File: src/rtl/rcc_lse_ctrl.sv
// rcc_lse_ctrl
//   LSE oscillator controller for the RCC backup domain. It sequences the LSE
//   crystal/bypass enables from the BDCR control bits. It qualifies oscillator
//   start-up by counting synchronized LSE edges before raising lserdy. It also
//   runs the LSE clock security system (CSS) watchdog in RUN.
//
//   Optional feature macro: RCC_LSE_CSS_EN
//     defined   : the watchdog, the FAIL state, lsecss_fail and lsecss_irq are built.
//     undefined : none of them are built; lsecss_fail and lsecss_irq are tied
//                 to 0, and lsecsson and CSS_WIN are ignored.
//
//   Ports
//     clk          in   RCC clock
//     rst          in   synchronous reset, active-high
//     lseon        in   LSE enable (BDCR)
//     lsebyp       in   bypass select (BDCR), sampled on OFF->WAIT only
//     lsedrv[1:0]  in   drive strength (BDCR), sampled on OFF->WAIT only
//     lsecsson     in   CSS enable (BDCR)
//     lse_tick     in   one-clk pulse per synchronized LSE rising edge
//     lse_osc_en   out  crystal oscillator enable
//     lse_byp_en   out  bypass buffer enable
//     lserdy       out  LSE ready
//     lsecss_fail  out  CSS failure level
//     lsecss_irq   out  one-cycle pulse on CSS failure
//
//   All outputs are registered decodes of the current state. Every output
//   change therefore appears one edge after the state transition that causes it.

module rcc_lse_ctrl #(
  parameter int unsigned STARTUP_TICKS = 64,
  parameter int unsigned BYP_TICKS     = 4,
  parameter int unsigned CSS_WIN       = 16,
  parameter int unsigned CNT_W         = 16
) (
  input  logic       clk,
  input  logic       rst,
  input  logic       lseon,
  input  logic       lsebyp,
  input  logic [1:0] lsedrv,
  input  logic       lsecsson,
  input  logic       lse_tick,
  output logic       lse_osc_en,
  output logic       lse_byp_en,
  output logic       lserdy,
  output logic       lsecss_fail,
  output logic       lsecss_irq
);

  typedef enum logic [1:0] {
    ST_OFF,
    ST_WAIT,
    ST_RUN
`ifdef RCC_LSE_CSS_EN
    , ST_FAIL
`endif
  } state_t;

  state_t           state;
  logic             byp_q;
  logic [CNT_W-1:0] cnt;
  logic [CNT_W-1:0] n_load;
  logic [31:0]      xtal_ticks;

  // Start-up tick count, chosen at the OFF->WAIT transition.
  always_comb begin
    xtal_ticks = STARTUP_TICKS >> lsedrv;
    if (lsebyp)
      n_load = CNT_W'(BYP_TICKS);
    else if (xtal_ticks == 32'd0)
      n_load = CNT_W'(1);
    else
      n_load = CNT_W'(xtal_ticks);
  end

`ifdef RCC_LSE_CSS_EN
  logic [CNT_W-1:0] wd;
`else
  logic unused_css;
  assign unused_css  = lsecsson ^ (CSS_WIN == 0);
  assign lsecss_fail = 1'b0;
  assign lsecss_irq  = 1'b0;
`endif

  always_ff @(posedge clk) begin
    if (rst) begin
      state      <= ST_OFF;
      byp_q      <= 1'b0;
      cnt        <= '0;
      lse_osc_en <= 1'b0;
      lse_byp_en <= 1'b0;
      lserdy     <= 1'b0;
`ifdef RCC_LSE_CSS_EN
      wd          <= '0;
      lsecss_fail <= 1'b0;
      lsecss_irq  <= 1'b0;
`endif
    end else begin
      // Registered output decode of the current state.
      lse_osc_en <= 1'b0;
      lse_byp_en <= 1'b0;
      lserdy     <= 1'b0;
`ifdef RCC_LSE_CSS_EN
      lsecss_fail <= 1'b0;
      lsecss_irq  <= 1'b0;
`endif
      case (state)
        ST_WAIT: begin
          lse_osc_en <= ~byp_q;
          lse_byp_en <= byp_q;
        end
        ST_RUN: begin
          lse_osc_en <= ~byp_q;
          lse_byp_en <= byp_q;
          lserdy     <= 1'b1;
        end
`ifdef RCC_LSE_CSS_EN
        ST_FAIL: begin
          lsecss_fail <= 1'b1;
          // The level is still low only in the first FAIL cycle.
          lsecss_irq  <= ~lsecss_fail;
        end
`endif
        default: ;
      endcase

      // Next-state logic. lseon=0 has priority over ticks and expiry.
      case (state)
        ST_OFF: begin
          if (lseon) begin
            state <= ST_WAIT;
            byp_q <= lsebyp;
            cnt   <= n_load;
          end
        end
        ST_WAIT: begin
          if (!lseon) begin
            state <= ST_OFF;
          end else if (lse_tick) begin
            if (cnt == CNT_W'(1)) begin
              state <= ST_RUN;
`ifdef RCC_LSE_CSS_EN
              wd    <= '0;
`endif
            end
            if (cnt != '0)
              cnt <= cnt - CNT_W'(1);
          end
        end
        ST_RUN: begin
          if (!lseon) begin
            state <= ST_OFF;
          end
`ifdef RCC_LSE_CSS_EN
          // A tick in the expiry cycle wins, so no failure is raised.
          else if (!lsecsson || lse_tick) begin
            wd <= '0;
          end else if (wd == CNT_W'(CSS_WIN - 1)) begin
            state <= ST_FAIL;
          end else begin
            wd <= wd + CNT_W'(1);
          end
`endif
        end
`ifdef RCC_LSE_CSS_EN
        ST_FAIL: begin
          if (!lseon)
            state <= ST_OFF;
        end
`endif
        default: state <= ST_OFF;
      endcase
    end
  end

endmodule

File: config.mk
export PLATFORM = sky130hd
export DESIGN_NAME = rcc_lse_ctrl
export DESIGN_NICKNAME = d
export VERILOG_FILES = /design/src/rtl/rcc_lse_ctrl.sv
export SDC_FILE = /design/constraint.sdc
export NUM_CORES = 1
export LEC_CHECK = 0
export CAP_MARGIN = 0
export CORE_MARGIN = 2
export CORE_UTILIZATION = 50
export DETAILED_ROUTE_END_ITERATION = 8
export PLACE_DENSITY = 0.72
export SYNTH_ARGS = -nofsm -noshare
export SYNTH_HDL_FRONTEND = slang
export SYNTH_SLANG_ARGS = --single-unit
File: constraint.sdc
create_clock -name clk -period 3.25 [get_ports clk]
set_clock_uncertainty 0.2 [all_clocks]
set_input_delay 0.325 -clock clk [delete_from_list [all_inputs] [get_ports clk]]
set_output_delay 0.325 -clock clk [all_outputs]
set_load 0.02 [all_outputs]
* Yosys cells after proc, flatten, opt, wreduce, memory -nomap -nowiden *
Cells that the tools add are included.

operators by class
  multiply operators = 0
  bitwise operators = 2
  $lt $le $gt $ge = 0
  shift operators = 1
  eq/ne operators = 10
  divide/modulo/power cells = 0
  add/sub/neg operators = 1
  reductions and logical operators = 9
  muxes and demuxes = 14

operators with widths
  operator                                             number
  2-to-1 mux 16 bit                                    6
  zero test 32 bit                                     1
  one-hot mux 16 bit (2 select lines)                  1
  right shift 7 x 2 -> 32 bit (first input constant)   1
  == test 16 x 1 -> 1 bit (second input constant)      1
  nonzero test 16 bit                                  1
  subtractor 16 x 1 -> 16 bit (second input constant)  1
  2-to-1 mux 2 bit                                     5
  inequality test 2 bit (second input constant)        5
  inequality test 3 bit (second input constant)        2
  one-hot mux 2 bit (3 select lines)                   1
  AND reduction 5 bit                                  1
  AND reduction 4 bit                                  1
  OR reduction 2 bit                                   2
  == test 2 x 1 -> 1 bit (second input constant)       1
  == test 2 bit (second input constant)                1
  zero test 2 bit                                      1
  NOT 1 bit                                            2
  AND reduction 2 bit                                  1
  nonzero test 2 bit                                   1
  2-to-1 mux 1 bit                                     1

word-level totals
  output and inout port bits = 5
  input port bits = 8
  RAM bits = 0
  register bits after elaboration = 22
  logic and storage cells = 43
  bits in latches = 0
  bits in read-only memories = 0
  memories = 0

* Logic depth before layout (Yosys ltp) *
  depth after elaboration = 6
  gate-level depth with buffers = 8
  gate-level depth less buffers = 7

* Least setup slack after synthesis *
No wires, ideal clock.

  path kind = register -> register
  start point = reg cnt[0]
  end point = reg cnt[4]
  arrival time = 1955 ps
  period minus slack after synthesis = 2242 ps
  buffers on the path = 0
  setup slack = 1008 ps
  library setup time = 87 ps
  data required time = 2963 ps
  stages on the path, launching flop included = 8
  path through = dfxtp_1 > inv_1 > ha_1 > or3b_2 > nor4_4 > a21oi_2 > a21boi_0 > o31ai_1

on the way
  longest elaborated chain between the ends = 5
  elaborated cells on any way between the ends = 8
  classes of those cells = add/sub (1); eq/ne (1); mux (4); reduce/logical (2)

RTL lines
  element                              RTL line  RTL
  start: declaration                   60        logic [CNT_W-1:0] cnt;
  start signal: assignment             132       cnt <= n_load;
  start signal: assignment             146       cnt <= cnt - CNT_W'(1);
  subtractor 16 x 1 -> 16 bit          146
  2-to-1 mux 16 bit                    145       if (cnt != '0)
  2-to-1 mux 16 bit                    138       end else if (lse_tick) begin
  2-to-1 mux 16 bit                    136       if (!lseon) begin
  one-hot mux 16 bit (2 select lines)  127       case (state)

Parallel ways exist; a longest one is shown, timed or not. The select of a mux whose other input is x is not followed.
A chain may end at the register's enable or synchronous reset.

* Worst setup path in the final report *
  start point = reg state[1]
  end point = reg cnt[4]

on the way
  longest elaborated chain between the ends = 3
  elaborated cells on any way between the ends = 9
  classes of those cells = eq/ne (5); mux (1); reduce/logical (3)

RTL lines
  element                                                                       RTL line  RTL
  start: declaration                                                            58        state_t state;
  start signal: assignment                                                      86        state <= ST_OFF;
  start signal: assignment                                                      130       state <= ST_WAIT;
  start signal: assignment                                                      137       state <= ST_OFF;
  == test 2 x 1 -> 1 bit / zero test 2 bit (equally long branches)              127
  inequality test 2 bit (no line) / nonzero test 2 bit (equally long branches)  -
  AND reduction 5 bit (no line)                                                 -

Parallel ways exist; a longest one is shown, timed or not.

==> results.txt <==
Clock latency on the worst-skew pair = 0.32 ns
Synth top cells by count = 22 x dfxtp_1, 22 x nor2_1, 10 x xnor2_1
Largest net degree at the start of global routing = 18
Clock sinks = 22
Mux contribution to synthesized area = 2.51%
Synth Area in Simple Gates = 29.0%
Layout cells sized above 1 = 8.50%
Max H-tree Level = 1
Syn Area/Cell = 8.59 µm²
Drt wl/cell = 13.1 µm
Synth Area in Compound Gates = 16.1%
Net switching power = 515 µW
Crit Path Class = flop to flop
Sequential Power Share = 32.9%
Die boundary width = 53.9 µm
Drt first pass iters = 4
TritonCTS Buffers = 3
Num rows = 18
Post-CTS resize count = 0
I/O pins = 13
Post-synthesis xor/xnor area fraction = 7.04%
Overall Global Routing Usage = 18.6%
Cell accounting for the most synthesized area = dfxtp_1
Vias in the first global route = 919
Most used DFF post-synth = dfxtp_1
RSZ-0062 raised after global routing = false
Number of synthesized flops with an enable pin = 0
Setup TNS = 0 ns
Crit end category = flop
Worst VDD drop = 0.000537 V
Max FO, Critical Path = 17
Chip height = 53.9 µm
Worst path arrival time = 2.69 ns
Req. time, crit path = 3.29 ns
Via total after detailed routing = 1,055
Final Wtd Congestion = 0.825
Seq/Total Area, Yosys = 35.4%
Shortest period the worst path allows = 2.65 ns
Top cell type's share of synthesized area = 35.4%
Remaining global-route overflow = 0
Post-Syn Instances = 145
Initial antenna violation count = 0
Core region area = 0.00241 mm²
# diodes = 0
Fmax = 377 MHz
Vias per cell = 5.77
Final Hold Violating Endpoints = 0
Ys async rst share = 0%
Total setup buffers inserted after CTS = 0
Die Area = 0.00291 mm²
Yosys warning total = 0
Status = complete, no violations
Clk network pwr share = 12.8%
Post-synthesis adder-cell area fraction = 5.03%
DRC = 0
Clk buf depth = 2
Area Growth Syn to Fin = 11.3%
DRT antenna net count = 0
Combinational share of power = 54.3%
Hold WC Path Type = flop to flop
Global-route wire length before repair = 3940 µm
Measured slew at the worst slew-check pin = 0.624 ns
Pwr/cell area = 877 mW/mm²
Cell internal pwr = 699 µW
Post-synthesis register bit count = 22
Synth cell types = 41
Root Driver = clkbuf_4
# nets final = 167
Starting Density = 51.7%
Leak pwr = 0.000495 µW
Fin util = 57.5%
Switch share = 42.4%
Max-Cap Viols = 0
Startpoint types = flop
Max-slew violation count = 0
Final WL = 2400 µm
Port buffer count = 9
Worst-path clk slew = 0.13 ns
CTS tree = yes
Hold-fix buffers, CTS = 0
Mapped Area = 0.00124 mm²
Hpwl dp = 1740 µm
Starting DRT DRC Count = 26
Fin crit share = 81.6%
Rel. slew slack = 58.4%
Endpoints failing setup = 0
Synth top area cells = dfxtp_1 35%, xnor2_1 7.0%, nor2_1 6.6%, ha_1 5.0%, nor3_1 3.2%
Main combinational cell family by area after synthesis = simple AND/OR/NAND/NOR gates
-- area by class of cell --
class,count,area (µm²)
Inverter,6,22.5
Multi-Input combinational cell,111,751
Tap cell,30,37.5
Sequential cell,22,440
Fill cell,224,1020
Clock buffer,4,36.3
Timing Repair Buffer,10,97.6
-- power by group through the flow --
| stage | Sequential, µW | Clock [µW] | Combinational [µW] |
|---|---|---|---|
| 2_1_floorplan | 394 | 0 | 539 |
| 3_3_place_gp | 404 | 0 | 642 |
| 3_5_place_dp | 407 | 0 | 658 |
| 4_1_cts | 400 | 159 | 663 |
| 5_1_grt | 410 | 168 | 732 |
| 6_report | 400 | 155 | 659 |
-- state kept, by name, indices dropped and copies added (netlist names) --
name        count
byp_q           1
cnt            16
lse_byp_en      1
lse_osc_en      1
lserdy          1
state           2
-- through the flow --
step                power [µW]  cells  setup slack, ns  instance area (µm²)  hold slack (ns)
floorplan                  934    146             1.01                 1250            0.214
global placement          1050    179            0.715                 1350            0.230
detailed placement        1060    179            0.605                 1350            0.247
CTS                       1220    183            0.572                 1390            0.266
global route              1310    183            0.400                 1390            0.287
finish                    1210    183            0.598                 1390            0.267
-- logic make-up (layout without fill, tap and decap cells) --
| logic type | count (synthesis) | after routing |
|---|---|---|
| buf+inv | 13 | 20 |
| xor+xnor | 10 | 10 |
| compound gates | 26 | 26 |
| flops | 22 | 22 |
| simple gates | 65 | 65 |
| other cells | 1 | 2 |
| fa+ha+maj | 5 | 5 |
| mux | 3 | 3 |
-- worst max-delay path, cell delays in order, from the launching register on --
cell,delay (ns)
dfxtp_1,0.37
inv_1,0.09
ha_1,0.55
nor2b_1,0.22
nor4_4,0.49
a21oi_2,0.24
a21boi_0,0.19
o31ai_1,0.22
-- worst paths after layout --
path | from | endpoint | slack (ns) | cells after the start
worst min register to register | byp_q | lse_osc_en | 0.27 | 1
worst max-delay path | state[1] | cnt[4] | 0.60 | 7
worst min-delay path | byp_q | lse_osc_en | 0.27 | 1
worst max register to register | state[1] | cnt[4] | 0.60 | 7
-- per-layer routing --
| metal | part of all wire (%) | wire length [µm] | vias up | GRT usage (%) |
|---|---|---|---|---|
| met2 | 46 | 1100 | 19 | 28.0 |
| met4 | 1.8 | 42 | 0 | 8.55 |
| met5 | 0 | 0 | - | 0 |
| met1 | 49 | 1190 | 498 | 25.9 |
| met3 | 3.0 | 71 | 5 | 2.78 |
| li1 | - | - | 533 | - |
-- placed cells by master, fill, tap and decap left out, types with 3 or more instances in the layout --
cell type / instances
nand2_1: 9
a21oi_1: 6
clkbuf_4: 3
clkdlybuf4s50_1: 9
nor2b_1: 3
inv_1: 6
nor2_1: 22
nand4_1: 3
xnor2_1: 10
nor4_1: 5
dfxtp_1: 22
nor3_1: 8
o21ai_0: 4
ha_1: 5
Note: power is estimated with default switching activity, not from simulation.
